===== src/rtl/macu_psum_drain.sv =====
// Column sink for the CONV MAC array: accumulates K-tile partial sums, requantises
// them to DW-bit activations and queues the results. Define MACU_DRAIN_RELU_EN for ReLU.
module macu_psum_drain #(
  parameter int DW         = 8,
  parameter int ADDW       = 10,
  parameter int ACCW       = 20,
  parameter int FIFO_DEPTH = 4
) (
  input  logic          clk,
  input  logic          rst_n,
  input  logic          clr,
  input  logic [ADDW:0] psum_in,
  input  logic          psum_vld,
  input  logic          tile_last,
  input  logic [4:0]    shift,
  output logic [DW-1:0] out_data,
  output logic          out_vld,
  input  logic          out_rdy,
  output logic          almost_full,
  output logic          ovf_err,
  output logic          drop_err
);

  localparam int AW = $clog2(FIFO_DEPTH);

  localparam logic signed [ACCW-1:0] ACC_MAX = {1'b0, {(ACCW-1){1'b1}}};
  localparam logic signed [ACCW-1:0] ACC_MIN = {1'b1, {(ACCW-1){1'b0}}};
  localparam logic signed [ACCW:0]   Q_MAX   = (ACCW+1)'(2**(DW-1) - 1);
  localparam logic signed [ACCW:0]   Q_MIN   = (ACCW+1)'(-(2**(DW-1)));
  localparam logic [4:0]             SH_MAX  = 5'(ACCW - 1);

  typedef enum logic {S_IDLE, S_ACC} state_t;

  state_t                 state;
  logic signed [ACCW-1:0] acc;
  logic                   rq_vld;
  logic [DW-1:0]          rq_data;

  logic signed [ACCW-1:0] acc_eff;
  logic signed [ACCW:0]   psum_ext;
  logic signed [ACCW:0]   sum_wide;
  logic signed [ACCW-1:0] sum_sat;
  logic                   sum_ovf;

  logic [4:0]             rq_sh;
  logic signed [ACCW:0]   rnd;
  logic signed [ACCW:0]   rounded;
  logic signed [ACCW:0]   shifted;
  logic signed [ACCW:0]   relu_val;
  logic signed [ACCW:0]   q_val;

  logic [DW-1:0]          mem [FIFO_DEPTH];
  logic [AW-1:0]          wr_ptr;
  logic [AW-1:0]          rd_ptr;
  logic [AW:0]            count;
  logic                   full;
  logic                   pop;
  logic                   push;
  logic                   drop;

  // Accumulate one extra bit wide so that saturation can be detected from the top two bits.
  always_comb begin
    acc_eff  = (state == S_ACC) ? acc : '0;
    psum_ext = {{(ACCW-ADDW){psum_in[ADDW]}}, psum_in};
    sum_wide = {acc_eff[ACCW-1], acc_eff} + psum_ext;
    sum_ovf  = sum_wide[ACCW] != sum_wide[ACCW-1];
    if (!sum_ovf)
      sum_sat = ACCW'(sum_wide);
    else if (sum_wide[ACCW])
      sum_sat = ACC_MIN;
    else
      sum_sat = ACC_MAX;
  end

  // Round half up, arithmetic shift, optional ReLU, then clamp to the DW-bit signed range.
  always_comb begin
    rq_sh   = (shift > SH_MAX) ? SH_MAX : shift;
    rnd     = '0;
    if (rq_sh != 5'd0)
      rnd = (ACCW+1)'(1) <<< (rq_sh - 5'd1);
    rounded = {sum_sat[ACCW-1], sum_sat} + rnd;
    shifted = rounded >>> rq_sh;
`ifdef MACU_DRAIN_RELU_EN
    relu_val = shifted[ACCW] ? '0 : shifted;
`else
    relu_val = shifted;
`endif
    if (relu_val > Q_MAX)
      q_val = Q_MAX;
    else if (relu_val < Q_MIN)
      q_val = Q_MIN;
    else
      q_val = relu_val;
  end

  always_ff @(posedge clk) begin
    if (!rst_n || clr) begin
      state   <= S_IDLE;
      acc     <= '0;
      rq_vld  <= 1'b0;
      rq_data <= '0;
      ovf_err <= 1'b0;
    end else begin
      rq_vld <= 1'b0;
      if (psum_vld) begin
        if (sum_ovf)
          ovf_err <= 1'b1;
        if (tile_last) begin
          acc     <= '0;
          state   <= S_IDLE;
          rq_vld  <= 1'b1;
          rq_data <= DW'(q_val);
        end else begin
          acc   <= sum_sat;
          state <= S_ACC;
        end
      end
    end
  end

  // A push on a full FIFO only succeeds when the head leaves in the same cycle.
  always_comb begin
    full = (count == (AW+1)'(FIFO_DEPTH));
    pop  = out_vld && out_rdy;
    push = rq_vld && (!full || pop);
    drop = rq_vld && full && !pop;
  end

  always_ff @(posedge clk) begin
    if (!rst_n || clr) begin
      wr_ptr   <= '0;
      rd_ptr   <= '0;
      count    <= '0;
      drop_err <= 1'b0;
    end else begin
      if (push)
        wr_ptr <= wr_ptr + AW'(1);
      if (pop)
        rd_ptr <= rd_ptr + AW'(1);
      case ({push, pop})
        2'b10:   count <= count + (AW+1)'(1);
        2'b01:   count <= count - (AW+1)'(1);
        default: count <= count;
      endcase
      if (drop)
        drop_err <= 1'b1;
    end
  end

  always_ff @(posedge clk) begin
    if (push)
      mem[wr_ptr] <= rq_data;
  end

  always_comb begin
    out_vld     = (count != '0);
    out_data    = out_vld ? mem[rd_ptr] : '0;
    almost_full = (count >= (AW+1)'(FIFO_DEPTH - 2));
  end

endmodule


===== config.mk =====
export PLATFORM = sky130hd
export DESIGN_NAME = macu_psum_drain
export DESIGN_NICKNAME = d
export VERILOG_FILES = /design/src/rtl/macu_psum_drain.sv
export SDC_FILE = /design/constraint.sdc
export NUM_CORES = 1
export LEC_CHECK = 0
export ABC_AREA = 1
export CAP_MARGIN = 40
export CORE_MARGIN = 4
export CORE_UTILIZATION = 67
export DETAILED_ROUTE_END_ITERATION = 8
export PLACE_DENSITY_LB_ADDON = 0.2
export SKIP_LAST_GASP = 1
export SYNTH_ARGS = -nofsm -noshare
export SYNTH_HDL_FRONTEND = slang
export SYNTH_SLANG_ARGS = --single-unit

===== constraint.sdc =====
create_clock -name clk -period 13.36 [get_ports clk]
set_input_delay 3.34 -clock clk [delete_from_list [all_inputs] [get_ports clk]]
set_output_delay 3.34 -clock clk [all_outputs]
set_load 0.05 [all_outputs]

==> flow_metrics.tcl, run 1 <==
set metrics [dict create \
    initial_core_util_pct 70.04 \
    viasPerCell 5.681 \
    r2r_end "rq_data[4]$_SDFFE_PP0P_" \
    fin_crit_sh_pct 74.82 \
    cts_hold_buf 0 \
    r2r_slack_ns 6.20 \
    max_freq_ghz 0.1000 \
    yosysWarnings 0 \
    grt-ovfl-total 0 \
    setup_slack_ns 3.364 \
    synth_area_leader_cell "nand2_1" \
    die_x_um 110.0 \
    core-area_sq_um 9955 \
    clockRootBuffer "clkbuf_8" \
    powerDensity_nw_per_um2 83.38 \
    finalMaxSlewViolations 0 \
    synth_top_area_share_pct 17.01 \
    post_cts_resized 0 \
    pin_count 34 \
    io_buffer_count 33 \
    ys_top_cells_by_area "nand2_1 (17%), edfxtp_1 (14%), dfxtp_1 (12%), inv_1 (8.7%), nand3_1 (8.5%)" \
    drc 0 \
    critPathMaxFanout 13 \
    wl_per_cell_um 14.33 \
    grt_pass1_vias 6713 \
    synth_cells 1149 \
    crit_path_frequent_cell "nand2_1" \
    skew_ns 0.009096 \
    total_power_mw 0.6284 \
    intPower_mw 0.3793 \
    gp_congestion 1.010 \
    antenna_found_initial 0 \
    cap_violations 0 \
    hold_start "rd_ptr[1]$_SDFFE_PP0P_" \
    grt_max_degree 32 \
    final_antenna_net_count 0 \
    die-area_sq_um 12100 \
    syn-num-nets 1221 \
    end_kind "flip-flop" \
    rsz0062_at_grt "false" \
    h-tree-depth 3 \
    die_h_um 110.0 \
    hold_end "rd_ptr[1]$_SDFFE_PP0P_" \
    ir_drop_uv 49.94 \
    critical_path_arrival_ns 10.24 \
    cts_num_sinks 73 \
    clk_pin_slew_ns 0.08 \
    post-dp-hpwl_mm 14.65 \
    area_delta_synth_final_pct 8.112 \
    ff2ff_path_depth 42 \
    synth_edf_count 32 \
    wirelength_mm 18.69 \
    grt_use_total_pct 31.99 \
    post-place-ws_ns 3.162 \
    synth.distinct_cells 44 \
    tritoncts "built" \
    num_vias 7408 \
    critPathKind "input port to flip-flop" \
    max_slew_margin_pct 38.03 \
    rr_startpoint "state$_SDFFE_PP0P_" \
    synth_common_cells "nand2_1 (316), inv_1 (161), nor2_1 (143)" \
    syn_area_per_cell_sq_um 6.068 \
    cts_buffers 9 \
    postCtsSetupBuffers 0 \
    tightest_slew_ns 0.9261 \
    drtIter0Drc 636 \
    crit_path_top_delay_cell "clkdlybuf4s50_1" \
    ys_async_sr_fraction_pct 0 \
    synth_flop_cell "dfxtp_1" \
    fin_crit_ns 9.996 \
    fin_setup_tns_ns 0 \
    drive_gt1_share_pct 4.526 \
    crit_required_ns 13.61 \
    finalHoldViolCount 0 \
    antennaDiodeCount 0 \
    hp-class "flip-flop to flip-flop" \
    power_frac_comb_pct 36.1 \
    clock_latency_ns 0.35 \
    start_kind "input port" \
    p_sw_share_pct 39.65 \
    outcome "finished clean" \
    setup_viol 0 \
    nNetsFinal 1238 \
    p_sw_mw 0.2492 \
    clock_power_share_pct 25.9 \
    slowest_delay_ns 0.60 \
    grt_pass1_wl_mm 30.57 \
    hold-path-cell-count 2 \
    p_seq_share_pct 38.0 \
    first_pass_iters 7 \
    syn_area_sq_um 6972 \
    synth.most_common_cell "nand2_1" \
    clk_path_buf_depth 2 \
    ys_seq_elements 73 \
    std_cell_rows 36 \
    seq_area_frac_synth_pct 25.56 \
    power_leakage_nw 3.815 \
]
-- placed cells by master (no fill, tap or decap), types with 2 or more instances in the layout --
| master | count |
|---|---|
| nor2_2 | 7 |
| a31oi_1 | 7 |
| buf_4 | 5 |
| inv_1 | 161 |
| nand2_2 | 10 |
| clkinv_1 | 3 |
| nand4_1 | 9 |
| nor2_1 | 143 |
| o21bai_1 | 3 |
| xor2_1 | 7 |
| clkinvlp_4 | 3 |
| xnor2_1 | 4 |
| inv_6 | 3 |
| nand3_2 | 5 |
| a21oi_1 | 97 |
| o221ai_1 | 2 |
| inv_2 | 5 |
| nor3_1 | 7 |
| clkdlybuf4s50_1 | 33 |
| o211ai_1 | 8 |
| nand3_1 | 118 |
| fa_1 | 3 |
| nand2_1 | 316 |
| dfxtp_1 | 41 |
| clkbuf_8 | 9 |
| o21ai_0 | 60 |
| nor4_1 | 4 |
| ha_1 | 47 |
| and2_1 | 2 |
| nand2_4 | 2 |
| edfxtp_1 | 32 |
-- power by group through the flow --
stage / logic, mW / registers [mW] / clock network, mW
after floorplan: 0.170 / 0.243 / 0
after global placement: 0.219 / 0.244 / 0
after detailed placement: 0.220 / 0.244 / 0
after CTS: 0.222 / 0.239 / 0.162
after global routing: 0.255 / 0.239 / 0.172
final: 0.227 / 0.239 / 0.163
-- layer usage --
layer | up-vias | share of wire, % | GRT usage, %
met4 | 0 | 3.5 | 15.58
met5 | - | 0 | 0
met3 | 54 | 6.7 | 2.563
met2 | 299 | 45 | 51.65
met1 | 3292 | 45 | 43.30
li1 | 3763 | - | -
-- sequential cells by signal (all words and copies together), names as in the netlist, named ones only --
register  count
acc          20
count         3
drop_err      1
mem          32
ovf_err       1
rd_ptr        2
rq_data       8
rq_vld        1
state         1
wr_ptr        2
-- logic make-up (layout without fill, tap and decap cells) --
group / Yosys count / count (layout) / synth area share [%]
simple gates: 626 / 626 / 37.96
buf+inv: 201 / 223 / 11.29
compound gates: 186 / 186 / 14.32
flops: 73 / 73 / 25.56
fa+ha+maj: 50 / 50 / 9.296
xor+xnor: 11 / 11 / 1.382
other cells: 1 / 1 / 0.05379
mux: 1 / 1 / 0.1436
-- how the worst max path moves through the flow --
stage                      startpoint  slack (ns)                      end
after floorplan           psum_in[10]        5.08  rq_data[0]$_SDFFE_PP0P_
after global placement    psum_in[10]        3.03  rq_data[2]$_SDFFE_PP0P_
after detailed placement  psum_in[10]        3.16  rq_data[4]$_SDFFE_PP0P_
after CTS                 psum_in[10]        3.50  rq_data[4]$_SDFFE_PP0P_
after global routing      psum_in[10]        2.72  rq_data[1]$_SDFFE_PP0P_
final                     psum_in[10]        3.36  rq_data[4]$_SDFFE_PP0P_
-- layout make-up --
class,instances,area (sq um)
tap,133,166.4
timing repair buffer,38,367.9
sequential,73,1782
multi-input combinational,875,4403
clock inverter,7,60.06
fill,864,2417
clock buffer,9,123.9
inverter,169,634.4
-- stage by stage --
| stage | area, sq um | utilization, % | instances | hold WS (ns) |
|---|---|---|---|---|
| 4_1_cts | 7537 | 75.72 | 1304 | 0.4684 |
| 2_1_floorplan | 6972 | - | 1149 | 0.4357 |
| 3_3_place_gp | 7346 | 73.79 | 1287 | 0.4528 |
| 5_1_grt | 7537 | 75.72 | 1304 | 0.4879 |
| 3_5_place_dp | 7353 | 73.87 | 1288 | 0.4553 |
| 6_report | 7537 | 75.72 | 1304 | 0.4686 |
-- worst max-delay path: cells and delay by family --
family / cells / cell delay [ns]
AO/OA/AOI/OAI: 3 / 0.39
XOR/XNOR: 1 / 0.22
adder cells (fa/ha/maj): 3 / 1.37
buffers and inverters: 7 / 1.71
AND/OR/NAND/NOR: 25 / 3.23
Power figures use the tool's default switching activity.
==> inputs of run 2 (changes only) <==
Settings changed: CORE_UTILIZATION 67 to 62.
Clock period 13.36 ns to 9.2 ns, I/O delays scaled along.
==> flow_metrics.tcl, run 2 (synthesis results as in run 1) <==
set metrics [dict create \
    fin_crit_ns 8.370 \
    clockRootBuffer "clkbuf_16" \
    power_frac_comb_pct 32.1 \
    ff2ff_path_depth 42 \
    rr_startpoint "state$_SDFFE_PP0P_" \
    num_vias 7475 \
    crit_required_ns 9.42 \
    clk_path_buf_depth 2 \
    grt_pass1_wl_mm 32.56 \
    antennaDiodeCount 0 \
    crit_cells 41 \
    skew_ns 0.007592 \
    area_delta_synth_final_pct 10.45 \
    core-area_sq_um 10940 \
    initial_core_util_pct 63.75 \
    pin_count 34 \
    crit_family "simple AND/OR/NAND/NOR gates" \
    p_seq_share_pct 33.4 \
    critPathBufInv 7 \
    grt_max_degree 32 \
    largest_reg_flops 32 \
    finalHoldViolCount 0 \
    wl_per_cell_um 14.90 \
    startpoint "psum_in[10]" \
    max_slew_margin_pct 42.83 \
    gp_congestion 1.005 \
    io_buffer_count 33 \
    placed_area_sq_um 7392 \
    reg.largest.list "mem x32, acc x20, rq_data x8" \
    crit_end "rq_data[1]$_SDFFE_PP0P_" \
    critical_path_arrival_ns 8.59 \
    r2r_slack_ns 2.64 \
    die-area_sq_um 13010 \
    viasPerCell 5.684 \
    max_freq_ghz 0.1195 \
    finish.utilization_pct 70.41 \
    hp-class "flip-flop to flip-flop" \
    drtIter0Drc 763 \
    first_pass_iters 6 \
    powerDensity_nw_per_um2 135.0 \
    outcome "finished clean" \
    p_sw_share_pct 35.72 \
    clock_power_share_pct 34.5 \
    tightest_slew_ns 0.8545 \
    design_area_sq_um 7700 \
    std_cell_rows 38 \
    grt_pass1_vias 6958 \
    cts_hold_buf 0 \
    layout_commonest_cell "nand2_1" \
    r2r_end "rq_data[1]$_SDFFE_PP0P_" \
    power_leakage_nw 3.891 \
    drc 0 \
    die_h_um 114.0 \
    h-tree-depth 3 \
    cts_num_sinks 73 \
    rsz0062_at_grt "false" \
    grt-ovfl-total 0 \
    wirelength_mm 19.60 \
    die_x_um 114.0 \
    finalMaxSlewViolations 0 \
    ir_drop_uv 122.3 \
    crit_path_frequent_cell "nand2_1" \
    critPathKind "input port to flip-flop" \
    postCtsSetupBuffers 0 \
    largest_register "mem" \
    drive_gt1_share_pct 4.936 \
    cap_violations 0 \
    critPathMaxFanout 13 \
    setup_viol 0 \
    p_sw_mw 0.3714 \
    nNetsFinal 1242 \
    fin_setup_tns_ns 0 \
    final_antenna_net_count 0 \
    grt_use_total_pct 30.72 \
    intPower_mw 0.6683 \
    final_cell_mix "nand2_1 (316), inv_1 (161), nor2_1 (142), nand3_1 (118), a21oi_1 (97)" \
    slowest_delay_ns 0.61 \
    fin_crit_sh_pct 90.98 \
    clk_pin_slew_ns 0.06 \
    end_kind "flip-flop" \
    crit_path_top_delay_cell "clkdlybuf4s50_1" \
    cts_buffers 9 \
    post-dp-hpwl_mm 14.72 \
    clock_latency_ns 0.33 \
    total_power_mw 1.040 \
    start_kind "input port" \
    tritoncts "built" \
    antenna_found_initial 0 \
]
[run 2: changes by cell type in the layout (fill, tap and decap cells not counted), sizes merged]
cell / before / now
clkinv: 3 / 4
inv: 170 / 167
buf: 5 / 9
clkbuf: 9 / 10
bufinv: 0 / 1
[run 2: worst min-delay path by stage]
stage | cells past startpoint | start | end | slack (ns)
after global placement | 2 | drop_err$_SDFFE_PP0P_ | drop_err$_SDFFE_PP0P_ | 0.44
after detailed placement | 2 | drop_err$_SDFFE_PP0P_ | drop_err$_SDFFE_PP0P_ | 0.45
after floorplan | 2 | rd_ptr[1]$_SDFFE_PP0P_ | flip-flop | 0.44
after CTS | 2 | acc[16]$_SDFFE_PP0P_ | acc[16]$_SDFFE_PP0P_ | 0.47
final | 2 | acc[8]$_SDFFE_PP0P_ | acc[8]$_SDFFE_PP0P_ | 0.47
after global routing | 2 | drop_err$_SDFFE_PP0P_ | drop_err$_SDFFE_PP0P_ | 0.47
[run 2: final cells by class]
class | count | area (sq um)
Fill cell | 977 | 3236
Tap cell | 140 | 175.2
Multi-Input combinational cell | 875 | 4405
Sequential cell | 73 | 1782
Inverter | 169 | 634.4
Clock inverter | 6 | 66.31
Timing Repair Buffer | 42 | 397.9
Clock buffer | 10 | 239.0
[run 2: power groups by stage]
stage / Clock, mW / Sequential (mW) / Combinational [mW]
after global placement: 0 / 0.354 / 0.321
after CTS: 0.361 / 0.347 / 0.327
after global routing: 0.378 / 0.348 / 0.374
after floorplan: 0 / 0.352 / 0.247
final: 0.359 / 0.347 / 0.334
after detailed placement: 0 / 0.354 / 0.324
[run 2: stage by stage]
step | setup slack, ns | hold WS, ns | instances
2_1_floorplan | 1.961 | 0.4357 | 1149
3_3_place_gp | 0.6858 | 0.4354 | 1298
3_5_place_dp | 0.5345 | 0.4462 | 1299
4_1_cts | 0.8081 | 0.4654 | 1315
5_1_grt | 0.04379 | 0.4748 | 1315
6_report | 0.8301 | 0.4672 | 1315
[run 2: repair_timing]
item                       CTS  global route
hold endpoints to repair     0             0
gates resized for setup      0             1
setup endpoints to repair    0             7
[run 2: worst min-delay path: cells and delay by family, from the launching register on]
| family | cells | cell delay (ns) |
|---|---|---|
| AND/OR/NAND/NOR | 1 | 0.06 |
| flip-flops | 1 | 0.31 |
| AO/OA/AOI/OAI | 1 | 0.05 |
[run 2: metal layers]
layer	vias to the layer above	track usage, %	share of wire, %
li1	3774	-	-
met1	3335	40.33	44
met2	318	52.22	46
met3	48	3.077	7.2
met4	0	11.64	3.0
met5	-	0	0
==> inputs of run 3 (changes only) <==
Clock period 9.2 ns to 9.5 ns, I/O delays scaled along.
==> flow_metrics.tcl, run 3 (synthesis results as in run 1) <==
set metrics [dict create \
    grt-ovfl-total 0 \
    crit_path_frequent_cell "nand2_1" \
    nNetsFinal 1241 \
    hp-class "flip-flop to flip-flop" \
    reg.largest.list "mem x32, acc x20, rq_data x8" \
    area_delta_synth_final_pct 10.75 \
    io_buffer_count 33 \
    fin_setup_tns_ns 0 \
    die_x_um 114.0 \
    wirelength_mm 19.34 \
    cts_num_sinks 73 \
    drtIter0Drc 765 \
    gp_congestion 1.022 \
    place_inst 1298 \
    critical_path_arrival_ns 8.93 \
    antennaDiodeCount 0 \
    pin_count 34 \
    tritoncts "built" \
    final_cell_count_no_fill 1314 \
    crit_required_ns 9.73 \
    fin_crit_ns 8.702 \
    end_kind "flip-flop" \
    powerDensity_nw_per_um2 133.7 \
    crit_family "simple AND/OR/NAND/NOR gates" \
    setup_viol 0 \
    final_cell_mix "nand2_1 (316), inv_1 (161), nor2_1 (142), nand3_1 (118), a21oi_1 (97)" \
    design_area_sq_um 7721 \
    hold-path-cell-count 2 \
    core-area_sq_um 10940 \
    cap_violations 0 \
    cts_hold_buf 0 \
    rsz0062_at_grt "false" \
    clockRootBuffer "clkbuf_16" \
    h-tree-depth 3 \
    grt_use_total_pct 30.30 \
    crit_cells 36 \
    post-dp-hpwl_mm 14.62 \
    drive_gt1_share_pct 4.940 \
    grt_pass1_vias 6774 \
    cts_buffers 9 \
    first_pass_iters 5 \
    antenna_found_initial 0 \
    largest_register "mem" \
    post_cts_resized 0 \
    placed_area_sq_um 7385 \
    largest_reg_flops 32 \
    multi_input_area_sq_um 4412 \
    max_freq_ghz 0.1149 \
    viasPerCell 5.616 \
    initial_core_util_pct 63.75 \
    finish.utilization_pct 70.61 \
    tightest_slew_ns 0.7714 \
    critPathKind "input port to flip-flop" \
    die_h_um 114.0 \
    ff2ff_path_depth 37 \
    critPathBufInv 5 \
    die-area_sq_um 13010 \
    finalHoldViolCount 0 \
    num_vias 7380 \
    area.sequential_sq_um 1782 \
    outcome "finished clean" \
    slowest_delay_ns 0.62 \
    finalMaxSlewViolations 0 \
    std_cell_rows 38 \
    max_slew_margin_pct 48.38 \
    critPathMaxFanout 13 \
    power_leakage_nw 3.907 \
    clock_latency_ns 0.35 \
    ir_drop_uv 129.1 \
    skew_ns 0.007323 \
    n_fill_cell 970 \
    wl_per_cell_um 14.72 \
    drc 0 \
    clk_pin_slew_ns 0.06 \
    grt_pass1_wl_mm 31.91 \
    grt_max_degree 32 \
    total_power_mw 1.033 \
    start_kind "input port" \
    fin_crit_sh_pct 91.60 \
    final_antenna_net_count 0 \
    postCtsSetupBuffers 0 \
    clk_path_buf_depth 2 \
    crit_path_top_delay_cell "clkdlybuf4s50_1" \
    layout_commonest_cell "nand2_1" \
]
==> run 3: per-stage QoR <==
step	hold slack, ns	setup WS, ns
floorplan	0.4357	2.186
global placement	0.4406	0.6749
detailed placement	0.4491	0.4784
CTS	0.4578	0.7980
global route	0.4860	0.09523
finish	0.4570	0.7981
==> run 3: path summary, 6_finish.rpt <==
path                                       startpoint                 endpoint  slack, ns
worst min register to register  drop_err$_SDFFE_PP0P_    drop_err$_SDFFE_PP0P_       0.46
worst max register to register     state$_SDFFE_PP0P_  rq_data[1]$_SDFFE_PP0P_       2.69
worst min-delay path            drop_err$_SDFFE_PP0P_    drop_err$_SDFFE_PP0P_       0.46
worst max-delay path                      psum_in[10]  rq_data[1]$_SDFFE_PP0P_       0.80
==> run 3: layout make-up <==
| type | instances | area share [%] |
|---|---|---|
| inverter | 169 | 8.216 |
| clock buffer | 9 | 2.917 |
| multi-input combinational | 875 | 57.14 |
| sequential | 73 | 23.08 |
| tap | 140 | 2.269 |
| clock inverter | 7 | 1.329 |
| timing repair buffer | 41 | 5.056 |
==> run 3: report_power, final <==
part	internal [mW]	leakage, nW	total (mW)	switching, mW
sequential	0.332	0.629	0.336	0.00465
clock	0.233	0.162	0.373	0.140
combinational	0.104	3.12	0.323	0.219
==> run 3: tightest hold or removal path, stage by stage (launching register included) <==
cell	delay, ns
dfxtp_1	0.31
inv_1	0.05
a21oi_1	0.05
==> run 3: layer usage <==
| layer | wire (um) | share of wire (%) | GRT usage (%) | up-vias |
|---|---|---|---|---|
| met1 | 8760 | 45 | 41.45 | 3261 |
| li1 | - | - | - | 3771 |
| met5 | 0 | 0 | 0 | - |
| met3 | 1351 | 7.0 | 4.032 | 49 |
| met2 | 8624 | 45 | 48.63 | 299 |
| met4 | 606 | 3.1 | 11.88 | 0 |
